File: src/rtl/any1_pkg.sv
// Shared ANY-1 types: instruction/value formats, branch opcodes and the
// branch-resolver queue entry and FSM state.
package any1_pkg;

    localparam int BRQ_AMSB = 31;
    localparam int BRQ_TAGW = 4;
    localparam int VAL_W    = 32;

    localparam logic [6:0] OP_BEQ  = 7'h20;
    localparam logic [6:0] OP_BNE  = 7'h21;
    localparam logic [6:0] OP_BLT  = 7'h22;
    localparam logic [6:0] OP_BGE  = 7'h23;
    localparam logic [6:0] OP_BLTU = 7'h24;
    localparam logic [6:0] OP_BGEU = 7'h25;

    typedef struct packed {
        logic [24:0] fields;
        logic [6:0]  opcode;
    } Instruction;

    typedef struct packed {
        logic [3:0]       flags;
        logic [VAL_W-1:0] val;
    } Value;

    typedef enum logic [1:0] {
        IDLE = 2'd0,
        WAIT = 2'd1,
        RESP = 2'd2
    } BrrState;

    typedef struct packed {
        logic                valid;
        logic                rdy;
        Instruction          inst;
        logic [BRQ_AMSB:0]   pc;
        logic [BRQ_AMSB:0]   tgt;
        logic                pred;
        logic [BRQ_TAGW-1:0] tag;
        Value                a;
        Value                b;
    } BrqEntry;

endpackage

File: src/rtl/any1_eval_branch.sv
// Branch comparator: decides taken/not-taken from opcode and the operand values.
module any1_eval_branch
    import any1_pkg::*;
(
    input  Instruction inst,
    input  Value       a,
    input  Value       b,
    output logic       takb
);

    logic unused_ok_s;

    assign unused_ok_s = ^{inst.fields, a.flags, b.flags};

    // Compare only the value payloads; unknown opcodes never branch.
    always_comb begin
        takb = 1'b0;
        case (inst.opcode)
            OP_BEQ:  takb = (a.val == b.val);
            OP_BNE:  takb = (a.val != b.val);
            OP_BLT:  takb = ($signed(a.val) <  $signed(b.val));
            OP_BGE:  takb = ($signed(a.val) >= $signed(b.val));
            OP_BLTU: takb = (a.val <  b.val);
            OP_BGEU: takb = (a.val >= b.val);
            default: takb = 1'b0;
        endcase
    end

endmodule

File: src/rtl/any1_branch_resolver.sv
// In-order branch resolution queue: captures operands by tag and resolves the
// head entry through one comparator, reporting over a valid/ready handshake.
module any1_branch_resolver
    import any1_pkg::*;
#(
    parameter int QDEPTH = 4,
    parameter int AMSB   = BRQ_AMSB,
    parameter int ILEN   = 4,
    parameter int TAGW   = BRQ_TAGW
) (
    input  logic            clk_i,
    input  logic            rst_i,
    input  logic            flush_i,
    input  logic            enq_valid_i,
    output logic            enq_ready_o,
    input  Instruction      enq_inst_i,
    input  logic [AMSB:0]   enq_pc_i,
    input  logic [AMSB:0]   enq_tgt_i,
    input  logic            enq_pred_i,
    input  logic [TAGW-1:0] enq_tag_i,
    input  logic            opnd_valid_i,
    input  logic [TAGW-1:0] opnd_tag_i,
    input  Value            opnd_a_i,
    input  Value            opnd_b_i,
    output logic            res_valid_o,
    input  logic            res_ready_i,
    output logic [TAGW-1:0] res_tag_o,
    output logic            res_takb_o,
    output logic            res_mispred_o,
    output logic [AMSB:0]   res_redirect_o
);

    localparam int            PW     = $clog2(QDEPTH);
    localparam logic [PW:0]   FULL   = (PW+1)'(QDEPTH);
    localparam logic [AMSB:0] ILEN_A = (AMSB+1)'(ILEN);

    BrqEntry         queue_r [QDEPTH];
    logic [PW-1:0]   head_r, tail_r;
    logic [PW:0]     count_r, count_s;
    BrrState         state_r;
    logic            enq_ready_r, res_valid_r, res_takb_r, res_mispred_r;
    logic [TAGW-1:0] res_tag_r;
    logic [AMSB:0]   res_redirect_r;
    logic            do_enq_s, do_pop_s, enq_match_s, takb_s;
    BrqEntry         head_s, new_entry_s;
    logic            unused_ok_s;

    assign do_enq_s    = enq_valid_i & enq_ready_r;
    assign do_pop_s    = (state_r == RESP) & res_ready_i;
    assign head_s      = queue_r[head_r];
    assign enq_match_s = opnd_valid_i & (opnd_tag_i == enq_tag_i);
    assign unused_ok_s = head_s.valid;

    any1_eval_branch u_eval (
        .inst (head_s.inst),
        .a    (head_s.a),
        .b    (head_s.b),
        .takb (takb_s)
    );

    // Occupancy after this cycle's enqueue/pop.
    always_comb begin
        count_s = count_r;
        case ({do_enq_s, do_pop_s})
            2'b10:   count_s = count_r + (PW+1)'(1);
            2'b01:   count_s = count_r - (PW+1)'(1);
            default: count_s = count_r;
        endcase
    end

    // Entry written at the tail; operands arriving in the same cycle are folded in.
    always_comb begin
        new_entry_s       = '0;
        new_entry_s.valid = 1'b1;
        new_entry_s.rdy   = enq_match_s;
        new_entry_s.inst  = enq_inst_i;
        new_entry_s.pc    = enq_pc_i;
        new_entry_s.tgt   = enq_tgt_i;
        new_entry_s.pred  = enq_pred_i;
        new_entry_s.tag   = enq_tag_i;
        if (enq_match_s) begin
            new_entry_s.a = opnd_a_i;
            new_entry_s.b = opnd_b_i;
        end else begin
            new_entry_s.a = '0;
            new_entry_s.b = '0;
        end
    end

    // Queue storage, operand capture by tag and pointer/count bookkeeping.
    always_ff @(posedge clk_i) begin
        if (rst_i || flush_i) begin
            for (int i = 0; i < QDEPTH; i++) begin
                queue_r[i] <= '0;
            end
            head_r      <= '0;
            tail_r      <= '0;
            count_r     <= '0;
            enq_ready_r <= 1'b1;
        end else begin
            for (int i = 0; i < QDEPTH; i++) begin
                if (queue_r[i].valid && opnd_valid_i && (queue_r[i].tag == opnd_tag_i)) begin
                    queue_r[i].a   <= opnd_a_i;
                    queue_r[i].b   <= opnd_b_i;
                    queue_r[i].rdy <= 1'b1;
                end
            end
            if (do_pop_s) begin
                queue_r[head_r].valid <= 1'b0;
                head_r                <= head_r + PW'(1);
            end
            if (do_enq_s) begin
                queue_r[tail_r] <= new_entry_s;
                tail_r          <= tail_r + PW'(1);
            end
            count_r     <= count_s;
            enq_ready_r <= (count_s < FULL);
        end
    end

    // Resolution FSM; the result registers stay frozen while RESP waits for ready.
    always_ff @(posedge clk_i) begin
        if (rst_i || flush_i) begin
            state_r        <= IDLE;
            res_valid_r    <= 1'b0;
            res_tag_r      <= '0;
            res_takb_r     <= 1'b0;
            res_mispred_r  <= 1'b0;
            res_redirect_r <= '0;
        end else begin
            case (state_r)
                IDLE: begin
                    if (count_s != '0) state_r <= WAIT;
                end
                WAIT: begin
                    if (head_s.rdy) begin
                        res_valid_r    <= 1'b1;
                        res_tag_r      <= head_s.tag;
                        res_takb_r     <= takb_s;
                        res_mispred_r  <= takb_s ^ head_s.pred;
                        res_redirect_r <= takb_s ? head_s.tgt : (head_s.pc + ILEN_A);
                        state_r        <= RESP;
                    end
                end
                RESP: begin
                    if (res_ready_i) begin
                        res_valid_r <= 1'b0;
                        state_r     <= (count_s != '0) ? WAIT : IDLE;
                    end
                end
                default: begin
                    state_r     <= IDLE;
                    res_valid_r <= 1'b0;
                end
            endcase
        end
    end

    assign enq_ready_o    = enq_ready_r;
    assign res_valid_o    = res_valid_r;
    assign res_tag_o      = res_tag_r;
    assign res_takb_o     = res_takb_r;
    assign res_mispred_o  = res_mispred_r;
    assign res_redirect_o = res_redirect_r;

endmodule

File: config.mk
export PLATFORM = sky130hd
export DESIGN_NAME = any1_branch_resolver
export DESIGN_NICKNAME = d
export VERILOG_FILES = /design/src/rtl/any1_pkg.sv /design/src/rtl/any1_eval_branch.sv /design/src/rtl/any1_branch_resolver.sv
export SDC_FILE = /design/constraint.sdc
export NUM_CORES = 1
export LEC_CHECK = 0
export ABC_AREA = 1
export CORE_MARGIN = 2
export CORE_UTILIZATION = 50
export CTS_BUF_LIST = sky130_fd_sc_hd__clkbuf_16
export CTS_CLUSTER_SIZE = 12
export DETAILED_ROUTE_END_ITERATION = 10
export PLACE_DENSITY = 0.81
export REMOVE_ABC_BUFFERS = 1
export SLEW_MARGIN = 10
export SYNTH_ARGS = -nofsm -noshare
export SYNTH_HDL_FRONTEND = slang
export SYNTH_SLANG_ARGS = --single-unit
File: constraint.sdc
create_clock -name clk_i -period 3.8 [get_ports clk_i]
set_clock_uncertainty 0.15 [all_clocks]
set_input_delay 0.38 -clock clk_i [delete_from_list [all_inputs] [get_ports clk_i]]
set_output_delay 0.38 -clock clk_i [all_outputs]
set_load 0.1 [all_outputs]
==> results.sh, run 1 <==
export IMPL_outcome="complete, no violations"
export IMPL_avgSynthCellArea_sq_um=9.89
export IMPL_clkSlewWorstSetupHoldPaths_ns=0.06
export IMPL_clockBufferDepth=3
export IMPL_synth_edf_count=561
export IMPL_synth_sequential_area_ratio=0.632
export IMPL_final_min_clock_period_ns=3.59
export IMPL_setup_violations=0
export IMPL_yosysMostFrequentCell="nor2_1"
export IMPL_synth_top_area_share=0.591
export IMPL_dieWidth_um=243
export IMPL_clkPwrFrac=0.375
export IMPL_worstPathRequired_ns=4.15
export IMPL_pin_count=223
export IMPL_grt_pass1_vias=20900
export IMPL_yosysWarnings=0
export IMPL_switching_share=0.229
export IMPL_drv_cap=0
export IMPL_wl_mm=73.6
export IMPL_layout_nets=3250
export IMPL_rrSetupSlack_ns=0.21
export IMPL_synthCells=2880
export IMPL_ir_drop_mv=0.389
export IMPL_antenna_found_initial=2
export IMPL_r2r_end="res_redirect_o[6]"
export IMPL_hold_viol=0
export IMPL_cts_hold_buf=0
export IMPL_cts_buffers=60
export IMPL_synth_ff_type="edfxtp_1"
export IMPL_min_delay_start="queue_r[2][174]"
export IMPL_tns_ns=0
export IMPL_dieArea_sq_mm=0.0589
export IMPL_maxSlewHeadroom=0.240
export IMPL_start_util=0.505
export IMPL_synth_top_cell_by_area="edfxtp_1"
export IMPL_drt_iter0_drc=2470
export IMPL_num_rows=87
export IMPL_ys_top_cells_by_area="edfxtp_1 (59%), nor2_1 (9.5%), nand2_1 (6.6%)"
export IMPL_p_leak_nw=13.8
export IMPL_drive_gt1_frac=0.0645
export IMPL_combPwrFrac=0.080
export IMPL_antenna_left=0
export IMPL_syn_to_final_growth_pct=16.5
export IMPL_vias=21600
export IMPL_async_flop_share=0
export IMPL_cts_root_buf="clkbuf_16"
export IMPL_drt_pass1_iterations=6
export IMPL_grt_max_degree=124
export IMPL_cts_setup_buffers=0
export IMPL_end_kind="register"
export IMPL_wire_per_inst_um=19.2
export IMPL_cts_tree="yes"
export IMPL_ys_ff_latch=619
export IMPL_drc=0
export IMPL_arrival_ns=3.94
export IMPL_crit_type="reg -> reg"
export IMPL_gp_congestion=0.888
export IMPL_hold_slack_ns=0.317
export IMPL_hpwl_mm=42.8
export IMPL_setup_worst_path_start_class="register"
export IMPL_hold_end="queue_r[2][174]"
export IMPL_seqPwrFrac=0.545
export IMPL_grt_pass1_wl_mm=113
export IMPL_diodes=0
export IMPL_max_freq_mhz=278
export IMPL_rsz0062_at_grt="false"
export IMPL_synth_commonest_cells="nor2_1 (724), edfxtp_1 (561), nand2_1 (504)"
export IMPL_crit_fanout=33
export IMPL_portBuffers=189
export IMPL_fin_crit_sh=0.946
export IMPL_postCtsResizedCells=0
export IMPL_syn_cell_area_sq_mm=0.0285
export IMPL_die_h_um=243
export IMPL_worst_hold_path_type="reg -> reg"
export IMPL_insertion_delay_ns=0.63
export IMPL_net_switching_power_w=0.00327
export IMPL_via_per_inst=5.65
export IMPL_core_area_sq_mm=0.0564
export IMPL_rr_worst_depth=21
export IMPL_overflow=0
export IMPL_grtUsageTotal=0.244
export IMPL_clock_sinks=619
export IMPL_final_max_slew_viol_count=0
export IMPL_min_delay_path_depth=2
export IMPL_pwr_density_cell_mw_per_mm2=431
export IMPL_htreeDepth=2
export IMPL_worst_pin_slew_ns=1.14
export IMPL_synth_distinct_cells=53
export IMPL_cellInternalPower_w=0.0110
routing by layer:
layer	vias to the layer above	wire length, um	track usage
met4	2	2840	0.103
met1	10300	28100	0.320
met5	-	11	0
li1	9967	-	-
met2	1127	35400	0.404
met3	182	7180	0.0390
worst max-delay path, cell delays in order, from the launching register on:
cell,delay (ns)
dfxtp_4,0.46
buf_16,0.24
buf_4,0.23
nand2_1,0.07
a32o_1,0.25
ha_1,0.28
nand2_1,0.06
inv_1,0.11
nand3_1,0.08
nor2_1,0.22
nand2_1,0.09
nand2_1,0.07
nand2_1,0.12
nand3_1,0.12
nand3_1,0.08
nand2_1,0.10
nand3_1,0.09
nor2_2,0.14
buf_12,0.24
nand2_1,0.08
nand3_1,0.09
a21oi_1,0.07
through the flow:
stage          utilization  cells  power [W]  setup slack, ns  cell area (sq um)
6_report             0.589   3824     0.0143            0.206              33200
4_1_cts              0.587   3822     0.0143            0.167              33100
3_3_place_gp         0.556   3716    0.00903            0.278              31400
2_1_floorplan            -   2710    0.00856            -7.95              27700
3_5_place_dp         0.556   3716    0.00906            0.175              31400
5_1_grt              0.589   3824     0.0147          0.00840              33200
how the worst max path moves through the flow:
stage,startpoint,endpoint,slack [ns],cells past startpoint
finish,register,res_redirect_o[6],0.21,21
global route,register,res_redirect_o[6],0.008,22
CTS,register,res_redirect_o[6],0.17,21
detailed placement,register,res_redirect_o[6],0.18,19
global placement,register,res_redirect_o[27],0.28,21
floorplan,register,res_redirect_o[27],-7.95,18
kinds of logic after synthesis:
kind of cell / synth area share
fa+ha+maj: 0.0191
xor+xnor: 0.0108
compound gates: 0.0811
simple gates: 0.199
buf+inv: 0.0580
flops: 0.632
placed cells by master, fill, tap and decap left out, drive strengths merged, types with 3 or more instances in the layout:
cell	n
a211oi	3
a21oi	119
a32o	56
buf	61
clkbuf	63
clkdlybuf4s50	189
clkinv	9
dfxtp	58
edfxtp	561
ha	42
inv	258
nand2	513
nand3	127
nand4	11
nor2	737
nor3	13
nor4	5
o211ai	4
o21a	3
o21ai	130
o22ai	49
xnor2	11
xor2	24
cell type report:
class                           instances  area [sq um]
Fill cell                            4523         23200
Tap cell                              756           946
Clock buffer                           61          1530
Multi-Input combinational cell       1866          8950
Timing Repair Buffer                  252          2670
Clock inverter                         45           215
Sequential cell                       619         18000
Inverter                              225           866
state kept, by name (all words and copies together), names as in the netlist, named ones only:
name,cells
head_r,2
count_r,3
queue_r,568
state_r,2
tail_r,2
res_mispred_o,1
res_tag_o,4
res_redirect_o,32
enq_ready_o,1
res_takb_o,1
res_valid_o,1
power groups by stage:
stage | sequential, W | clock, W | combinational, W
after floorplan | 0.00800 | 0 | 0.000562
after global placement | 0.00793 | 0 | 0.00110
after detailed placement | 0.00794 | 0 | 0.00112
after CTS | 0.00780 | 0.00540 | 0.00113
after global routing | 0.00782 | 0.00567 | 0.00124
final | 0.00780 | 0.00537 | 0.00114
(Power assumes the default switching activity.)
==> inputs of run 2 (changes only) <==
--- a/config.mk
+++ b/config.mk
@@ -6,11 +6,13 @@
 export NUM_CORES = 1
 export LEC_CHECK = 0
 export ABC_AREA = 1
+export CORE_ASPECT_RATIO = 0.75
 export CORE_MARGIN = 2
 export CORE_UTILIZATION = 50
 export CTS_BUF_LIST = sky130_fd_sc_hd__clkbuf_16
 export CTS_CLUSTER_SIZE = 12
 export DETAILED_ROUTE_END_ITERATION = 10
+export GPL_ROUTABILITY_DRIVEN = 0
 export PLACE_DENSITY = 0.81
 export REMOVE_ABC_BUFFERS = 1
 export SLEW_MARGIN = 10
==> results.sh, run 2 (synthesis results as in run 1) <==
export IMPL_clkSlewWorstSetupHoldPaths_ns=0.06
export IMPL_start_util=0.508
export IMPL_layout_nets=3267
export IMPL_dieArea_sq_mm=0.0589
export IMPL_syn_to_final_growth_pct=17.1
export IMPL_pin_count=223
export IMPL_hold_slack_ns=0.301
export IMPL_drt_iter0_drc=2616
export IMPL_max_freq_mhz=275
export IMPL_final_min_clock_period_ns=3.64
export IMPL_final_common_cell="nor2_1"
export IMPL_drv_cap=0
export IMPL_worst_pin_slew_ns=1.15
export IMPL_fillers=4464
export IMPL_cts_hold_buf=0
export IMPL_fin_crit_sh=0.957
export IMPL_end_kind="register"
export IMPL_cts_tree="yes"
export IMPL_clock_sinks=619
export IMPL_worst_path_most_repeated_cell="nand2_1"
export IMPL_crit_chain="buf_4 > buf_6 > o21ai_0 > o22ai_1 > ha_1 > nand2_1 > nor2_2 > nand4_1 > inv_2 > nand4_1 > nand3b_1 > nand2_1 > inv_1 > nand4_4 > buf_12 > nand2_1 > nand3_1 > a21oi_1"
export IMPL_cp_endpoint="res_redirect_o[10]"
export IMPL_htreeDepth=2
export IMPL_r2r_end="res_redirect_o[10]"
export IMPL_setup_violations=0
export IMPL_clockBufferDepth=3
export IMPL_via_per_inst=5.58
export IMPL_wl_mm=73.6
export IMPL_grtUsageTotal=0.241
export IMPL_arrival_ns=3.99
export IMPL_die_h_um=211
export IMPL_hold_viol=0
export IMPL_crit_fanout=25
export IMPL_slowest_delay_ns=0.45
export IMPL_wire_per_inst_um=19.3
export IMPL_hpwl_mm=41.7
export IMPL_antenna_found_initial=1
export IMPL_grt_pass1_vias=20300
export IMPL_drt_pass1_iterations=6
export IMPL_num_rows=75
export IMPL_drc=0
export IMPL_finish_utilization=0.595
export IMPL_grt_pass1_wl_mm=111
export IMPL_grt_max_degree=114
export IMPL_dieWidth_um=280
export IMPL_final_max_slew_viol_count=0
export IMPL_final_cell_mix="nor2_1 (719), edfxtp_1 (561), nand2_1 (496), inv_1 (241), clkdlybuf4s50_1 (189)"
export IMPL_crit_slowest_cell="dfxtp_4"
export IMPL_drive_gt1_frac=0.0728
export IMPL_cts_root_buf="clkbuf_16"
export IMPL_outcome="complete, no violations"
export IMPL_core_area_sq_mm=0.0561
export IMPL_worstPathRequired_ns=4.15
export IMPL_ir_drop_mv=0.319
export IMPL_seq_area_sq_mm=0.0180
export IMPL_vias=21300
export IMPL_rr_worst_depth=18
export IMPL_overflow=0
export IMPL_largest_reg_flops=568
export IMPL_cts_buffers=61
export IMPL_insertion_delay_ns=0.65
export IMPL_rrSetupSlack_ns=0.16
export IMPL_maxSlewHeadroom=0.236
export IMPL_crit_type="reg -> reg"
export IMPL_antenna_left=0
export IMPL_portBuffers=189
export IMPL_multiInputGateArea_sq_mm=0.00898
export IMPL_worst_hold_path_type="in -> reg"
export IMPL_setup_worst_path_start_class="register"
export IMPL_pwr_density_cell_mw_per_mm2=431
export IMPL_largest_register="queue_r"
export IMPL_p_leak_nw=13.9
==> run 2: cell types whose count changed in the layout (fill, tap and decap cells not counted), moves of 2 or more <==
cell,previous run,this run
clkinv_2,2,5
clkbuf_16,63,65
inv_2,10,16
nor2_1,721,719
o21ai_0,127,125
buf_4,40,51
buf_6,1,3
o21ai_1,3,5
inv_1,244,241
==> run 2: final cells by class <==
cell class	instances	share of cell area
clock inverters	50	0.00671
clock buffers	61	0.0457
diodes	1	0.0000750
repair buffers	268	0.0851
inverters	225	0.0262
multi-input cells	1866	0.269
well taps	731	0.0274
flip-flops and latches	619	0.540
==> run 2: repair_timing <==
item | CTS | global route
endpoints found under the setup margin | 0 | 30
setup buffers | 0 | 4
gates resized for setup | 0 | 20
==> run 2: critical path: cells and delay by family (launching register included) <==
kind / cells / cell delay (ns)
AOI/OAI and AO/OA: 3 / 0.41
adders and majority gates: 1 / 0.16
buffers and inverters: 5 / 0.90
DFF: 1 / 0.45
and+or+nand+nor: 9 / 1.41
==> run 2: metal layers <==
metal	part of all wire	track usage
met5	0	0
met1	0.40	0.338
met4	0.026	0.0832
met2	0.46	0.384
met3	0.11	0.0397
==> run 2: power breakdown <==
part           internal [W]  switching [W]
clock network       0.00289        0.00252
registers           0.00771      0.0000860
logic              0.000419       0.000754
==> run 2: worst min-delay path by stage <==
| stage | from | endpoint | slack, ns | cells after the start |
|---|---|---|---|---|
| after floorplan | queue_r[2][174] | queue_r[2][174] | 0.29 | 2 |
| after global placement | res_tag_o[2] | res_tag_o[2] | 0.30 | 2 |
| after detailed placement | res_redirect_o[20] | res_redirect_o[20] | 0.30 | 2 |
| after CTS | enq_tgt_i[27] | queue_r[3][104] | 0.28 | 3 |
| after global routing | enq_pred_i | queue_r[3][76] | 0.33 | 3 |
| final | enq_tgt_i[27] | queue_r[3][104] | 0.30 | 3 |
==> run 2: metrics by stage <==
stage,cells,setup TNS (ns),power (W),setup WS [ns],area (sq um)
after floorplan,2710,-2296.71,0.00856,-7.95,27700
after global routing,3821,-0.105,0.0148,-0.0234,33400
final,3821,0,0.0144,0.164,33400
after CTS,3811,0,0.0144,0.0908,33100
after global placement,3700,0,0.00905,0.198,31400
after detailed placement,3700,0,0.00907,0.124,31400
